--- config.mk ---
export PLATFORM = sky130hd
export DESIGN_NAME = id_seg_reg
export DESIGN_NICKNAME = d
export VERILOG_FILES = /design/src/rtl/id_seg_reg.sv
export SDC_FILE = /design/constraint.sdc
export NUM_CORES = 1
export LEC_CHECK = 0
export ABC_AREA = 1
export CORE_MARGIN = 2
export CORE_UTILIZATION = 43
export DETAILED_ROUTE_END_ITERATION = 8
export PLACE_DENSITY = 0.81
export SETUP_SLACK_MARGIN = 0.05
export SKIP_CTS_REPAIR_TIMING = 1
export SLEW_MARGIN = 20
export SYNTH_ARGS = -nofsm -noshare
export SYNTH_HDL_FRONTEND = slang
export SYNTH_SLANG_ARGS = --single-unit
--- constraint.sdc ---
create_clock -name clk -period 3.75 [get_ports clk]
set_clock_uncertainty 0.2 [all_clocks]
set_input_delay 1.125 -clock clk [delete_from_list [all_inputs] [get_ports clk]]
set_output_delay 1.125 -clock clk [all_outputs]
set_load 0.005 [all_outputs]
--- src/rtl/id_seg_reg.sv ---
// id_seg_reg: IF/ID pipeline segment register for the RV32 pipelined core.
//
// The instruction memory is a synchronous-read RAM with a 1-cycle latency,
// addressed directly by PCF. This block registers PCD and selects the word on
// InstrD. While stalled it keeps the fetched word, because the RAM output
// moves on. On a flush it substitutes a NOP bubble.
//
// Ports:
//   clk        in   core clock, rising edge
//   rst        in   asynchronous active-high reset
//   en         in   1 = advance, 0 = stall
//   clear      in   flush; has priority over en
//   PCF        in   fetch PC, which is also the RAM read address
//   imem_rdata in   RAM data for the address sampled at the previous edge
//   imem_addr  out  word address to the RAM (PCF[31:2])
//   PCD        out  registered PC of the instruction in ID
//   InstrD     out  instruction in ID
//   ValidD     out  1 = real instruction, 0 = bubble
//   StallCnt   out  saturating count of HOLD->HOLD cycles
//
// state  | meaning
// -------+----------------------------------------------------------
// RUN    | stage advanced last edge; InstrD comes straight from the RAM
// HOLD   | stalled; InstrD comes from the word captured on entry
// BUBBLE | reset or flushed; InstrD is the NOP
module id_seg_reg #(
  parameter logic [31:0] INSTR_NOP = 32'h0000_0013,
  parameter int          CNT_W     = 16
) (
  input  logic             clk,
  input  logic             rst,
  input  logic             en,
  input  logic             clear,
  input  logic [31:0]      PCF,
  input  logic [31:0]      imem_rdata,
  output logic [29:0]      imem_addr,
  output logic [31:0]      PCD,
  output logic [31:0]      InstrD,
  output logic             ValidD,
  output logic [CNT_W-1:0] StallCnt
);

  typedef enum logic [1:0] {
    RUN    = 2'd0,
    HOLD   = 2'd1,
    BUBBLE = 2'd2
  } state_t;

  state_t      state_q;
  state_t      state_d;
  logic [31:0] hold_q;
  logic        cnt_inc;

  // The RAM always follows PCF, whatever the state.
  assign imem_addr = PCF[31:2];

  always_comb begin
    state_d = state_q;
    if (clear) begin
      state_d = BUBBLE;
    end else if (en) begin
      state_d = RUN;
    end else if (state_q == RUN) begin
      state_d = HOLD;
    end
  end

  always_comb begin
    InstrD = INSTR_NOP;
    case (state_q)
      RUN:     InstrD = imem_rdata;
      HOLD:    InstrD = hold_q;
      default: InstrD = INSTR_NOP;
    endcase
  end

  // The entry edge into HOLD is not counted; only edges that stay in HOLD are.
  assign cnt_inc = (state_q == HOLD) && (state_d == HOLD) &&
                   (StallCnt != {CNT_W{1'b1}});

  always_ff @(posedge clk or posedge rst) begin
    if (rst) begin
      state_q  <= BUBBLE;
      PCD      <= 32'd0;
      ValidD   <= 1'b0;
      hold_q   <= INSTR_NOP;
      StallCnt <= '0;
    end else begin
      state_q <= state_d;
      if (clear) begin
        PCD    <= 32'd0;
        ValidD <= 1'b0;
      end else if (en) begin
        PCD    <= PCF;
        ValidD <= 1'b1;
      end else if (state_q == RUN) begin
        // Capture the word that is on InstrD now; the RAM output changes next cycle.
        hold_q <= imem_rdata;
      end
      if (cnt_inc) begin
        StallCnt <= StallCnt + 1'b1;
      end
    end
  end

endmodule

## Word level (Yosys, flattened, before mapping)

Index checks and enable logic that the tools add are counted.

| cells by class | value |
|---|---|
| multiplexer cells | 8 |
| $add $sub $neg | 1 |
| bitwise gates (word level) | 2 |
| equal/unequal tests | 3 |
| reduce and logical (&&, ||, !) cells | 5 |

Operators by type and width:

| cell | count |
|---|---|
| $mux W32 | 2 |
| $pmux W32 S2 | 1 |
| $add A16 B1 Y16 const B | 1 |
| $ne A16 B16 Y1 const B | 1 |
| $mux W2 | 3 |
| $eq A2 B1 Y1 const B | 2 |
| $reduce_and A3 Y1 | 1 |
| $logic_and A1 B1 Y1 | 2 |
| $logic_not A2 Y1 | 1 |
| $mux W1 | 2 |
| $not A1 Y1 | 2 |
| $reduce_bool A2 Y1 | 1 |

| storage, ports and cells | value |
|---|---|
| logic and storage cells | 24 |
| input bits | 68 |
| bits in registers | 83 |

## Depth between registers and ports, before layout

Gate-level depths: netlist (run 1).

| depth | value |
|---|---|
| depth in word-level cells | 7 |
| depth in mapped cells | 9 |

## Least setup slack after synthesis (run 1)

Ideal clock, no wire load.

| timing path | value |
|---|---|
| kind | input-to-output |
| from | in imem_rdata[5] |
| to | out InstrD[5] |
| arrival | 1.337 ns |
| buffers on the path | 0 |
| required time | 2.425 ns |
| setup slack | 1.088 ns |
| stages on the path | 2 |
| cells stage by stage | inv_1 -> o21ai_0 |

| on the way | value |
|---|---|
| longest elaborated chain between the ends | 1 |

RTL lines:

| item | line | text |
|---|---|---|
| start: declaration | 35 | `input logic [31:0] imem_rdata,` |
| $pmux W32 S2 | 70 | `case (state_q)` |
| end: declaration | 38 | `output logic [31:0] InstrD,` |

No other way between the ends.

## Worst setup path after layout (run 1)

| timing path | value |
|---|---|
| from | in imem_rdata[9] |
| to | out InstrD[9] |

Same word-level chain as after synthesis.

==> summary.txt, run 1 <==
Layout
  – Fillers: 868
  – Post-layout util: about 63%
  – Fin nets: 742
  – Area Growth Syn to Fin: 44.2%
  – Inserted Diodes: 0
  – Layout cells sized above 1: 6.19%

STA
  – RSZ-0062 raised after global routing: false
  – Final number of setup-violating endpoints: 0
  – Slew HR: 58.7%
  – Fin crit share: 97.6%
  – Worst-margin pin slew: 619 ps
  – Sum Neg Setup Slack: 0 ps
  – Max Clk Rate: 0.273 GHz
  – Final Worst Setup Slack: 91.5 ps
  – Final Hold Viols: 0
  – Slew Limit Fails: 0
  – Shortest period the worst path allows: 3660 ps
  – Fin Hold WS: 284 ps

Synthesis
  – Syn Inst Count: 535
  – Yosys top cell by area: dfrtp_1
  – Syn_area_per_cell: between 7 and 8 sq um
  – Yosys warns: 0
  – Area fraction of the dominant cell type after synthesis: 47.1%
  – Synthesized area: 4200 sq um
  – Top_reg_cell synth: dfrtp_1
  – Asr flop ratio synth: 100%
  – EDFF count, synth: 0
  – Yosys cell types: 26
  – Synth area leaders: dfrtp_1, nand2_1, nand3_1
  – Sequential area share after synthesis: 49.6%
  – Post-Syn Nets: 604
  – Seq cells post-synth: 83

Setup path
  – CP max FO: 2
  – Critical Path RT: 2420 ps
  – Beginning of the worst register-to-register path: state_q[0]
  – Crit Reg-Reg Endpoint: hold_q[9]
  – Worst R2R Setup Slack: 1530 ps
  – CP arrival: approximately 2300 ps
  – Critical path launch point type: input pin
  – Reg2Reg Depth: 6
  – Critical path class: input pin to primary output
  – CP Capture Type: primary output

Placement
  – Post-DP HPWL: about 8 mm
  – Pre-CTS setup slack: between 50 and 60 ps
  – Port Buf Inserts: 178
  – Gpl congestion: 0.888

Clocking
  – Reg clk slew, reported paths: 90 ps
  – CTS sink count: 83
  – TritonCTS Buffers: 9
  – CTS max path bufs: 2
  – Htree depth: 3
  – TritonCTS clock tree: yes
  – CTS Root Cell: clkbuf_8
  – Clk Latency, worst-skew pair: 340 ps

Power and ir drop
  – Max IR drop VDD: 0.000174 V
  – Leakage: 2.83 nW
  – Power Dens Cells: 339 nW/um^2
  – Power Total: around 2 mW

Routing
  – DR vias/cell: 4.90
  – Wire per inst: ~13 um
  – Antenna viol nets, final: 0
  – Violation count after the first detailed-route iteration: approximately 140
  – Routed vias: between 3000 and 4000
  – Residual DRC: 0
  – Routed WL: ~11 mm
  – TritonRoute pass-1 iters: 4

Floorplanning
  – Initial core utilization: 43.6%
  – # rows: 36
  – Die area: roughly 11000 sq um
  – Core Area: 9640 sq um
  – Die width: 103 um
  – I/O Pins: 179
  – Die height: 103 um

Min path
  – Hold path depth: 2
  – Hold_sp: hold_q[4]
  – Hold endpoint: hold_q[4]
  – HP Class: flop to flop

Flow run
  – Max cap viols: 0

Status
  – Status: complete, no violations

GRT
  – Number of global-route vias before repair: 3832
  – Largest net degree at the start of global routing: 66
  – First-pass GRT wire length: between 15 and 20 mm
  – Grt ovf: 0
  – Initial antenna violation count: 0
  – Aggregate global-route resource usage: a little over a fifth
state kept, by name, indices dropped and copies added, names as in the netlist:
| signal | count |
|---|---|
| PCD | 32 |
| StallCnt | 16 |
| state_q | 2 |
| hold_q | 32 |
| ValidD | 1 |
routing by layer:
metal | global-route usage, % | part of all wire (%) | routed length, um
met5 | 0 | 0 | 0
met3 | 5.90 | 7.9 | 854
met4 | 6.88 | 1.2 | 133
met1 | 25.5 | 39 | 4270
met2 | 36.5 | 52 | 5600
critical path, cell delays in order:
cell	delay [ps]
clkdlybuf4s50_1	450
inv_1	40
o21ai_0	180
clkdlybuf4s50_1	530
Yosys cell counts (2+ instances only):
| library cell | instances |
|---|---|
| nand2_1 | 155 |
| buf_4 | 30 |
| buf_2 | 7 |
| nand2_2 | 4 |
| nand3_1 | 69 |
| dfrtp_1 | 79 |
| o21ai_1 | 5 |
| o21ai_0 | 63 |
| inv_1 | 49 |
| buf_6 | 2 |
| nor2_1 | 22 |
| nand4_1 | 3 |
| clkbuf_1 | 14 |
| inv_2 | 3 |
| nor2_4 | 2 |
| dfstp_2 | 4 |
| nand3b_1 | 2 |
| xnor2_1 | 7 |
| a21oi_1 | 3 |
| buf_1 | 5 |
| nor2_2 | 2 |
where the power goes:
| group | total (mW) | switching [mW] | internal [mW] |
|---|---|---|---|
| Combinational | 0.405 | 0.181 | 0.224 |
| Clock | 0.603 | 0.351 | 0.253 |
| Sequential | 1.05 | 0.0480 | 1.00 |
| Total | 2.06 | 0.580 | 1.48 |
cell families after synthesis:
kind of cell	synth area share, %
AOI/OAI and AO/OA	9.00
adders and majority gates	0.298
xor gates and xnor gates	1.46
buffers and inverters	13.2
DFF	49.6
and+or+nand+nor	26.5
worst max-delay path by stage:
| stage | start | endpoint | slack (ps) | depth (start not counted) |
|---|---|---|---|---|
| after CTS | imem_rdata[6] | InstrD[6] | 50 | 4 |
| after global routing | imem_rdata[9] | InstrD[9] | 50 | 4 |
| final | imem_rdata[9] | InstrD[9] | 90 | 4 |
| after detailed placement | imem_rdata[5] | InstrD[5] | 60 | 4 |
| after floorplan | rst | PCD[0] | 290 | 1 |
| after global placement | imem_rdata[15] | InstrD[15] | 100 | 4 |
layout by cell type, fill, tap and decap left out, types with 3 or more instances in the layout:
cell / instances
clkbuf_8: 9
a21oi_1: 3
buf_4: 6
o21ai_0: 60
o21ai_1: 8
dfrtp_1: 79
inv_2: 3
xnor2_1: 7
nand3_1: 69
inv_6: 3
dlymetal6s2s_1: 5
dfstp_2: 4
nand4_1: 3
nand2_1: 154
inv_1: 47
nor2_1: 22
clkdlybuf4s50_1: 173
nand2_2: 5
metrics by stage:
stage	instances	area, sq um
2_1_floorplan	535	4200
3_3_place_gp	795	5860
3_5_place_dp	795	5860
4_1_cts	811	6040
5_1_grt	811	6060
6_report	811	6060
cell type report:
type	instances	area, sq um	share of cell area, %
flip-flops and latches	83	2080	34.4
inverters	53	200	3.30
clock inverters	7	58.8	0.971
well taps	133	166	2.75
multi-input cells	341	1570	25.9
repair buffers	185	1860	30.7
clock buffers	9	124	2.04
No activity file was read; power rests on OpenSTA's default activity.
==> run 2: changes to the inputs <==
--- a/config.mk
+++ b/config.mk
@@ -6,6 +6,7 @@
 export NUM_CORES = 1
 export LEC_CHECK = 0
 export ABC_AREA = 1
+export CAP_MARGIN = 20
 export CORE_MARGIN = 2
 export CORE_UTILIZATION = 43
 export DETAILED_ROUTE_END_ITERATION = 8
@@ -16,3 +17,4 @@
 export SYNTH_ARGS = -nofsm -noshare
 export SYNTH_HDL_FRONTEND = slang
 export SYNTH_SLANG_ARGS = --single-unit
+export TNS_END_PERCENT = 20
==> results of run 2 <==
No change in the layout: final DEF, timing and power equal those of run 1.
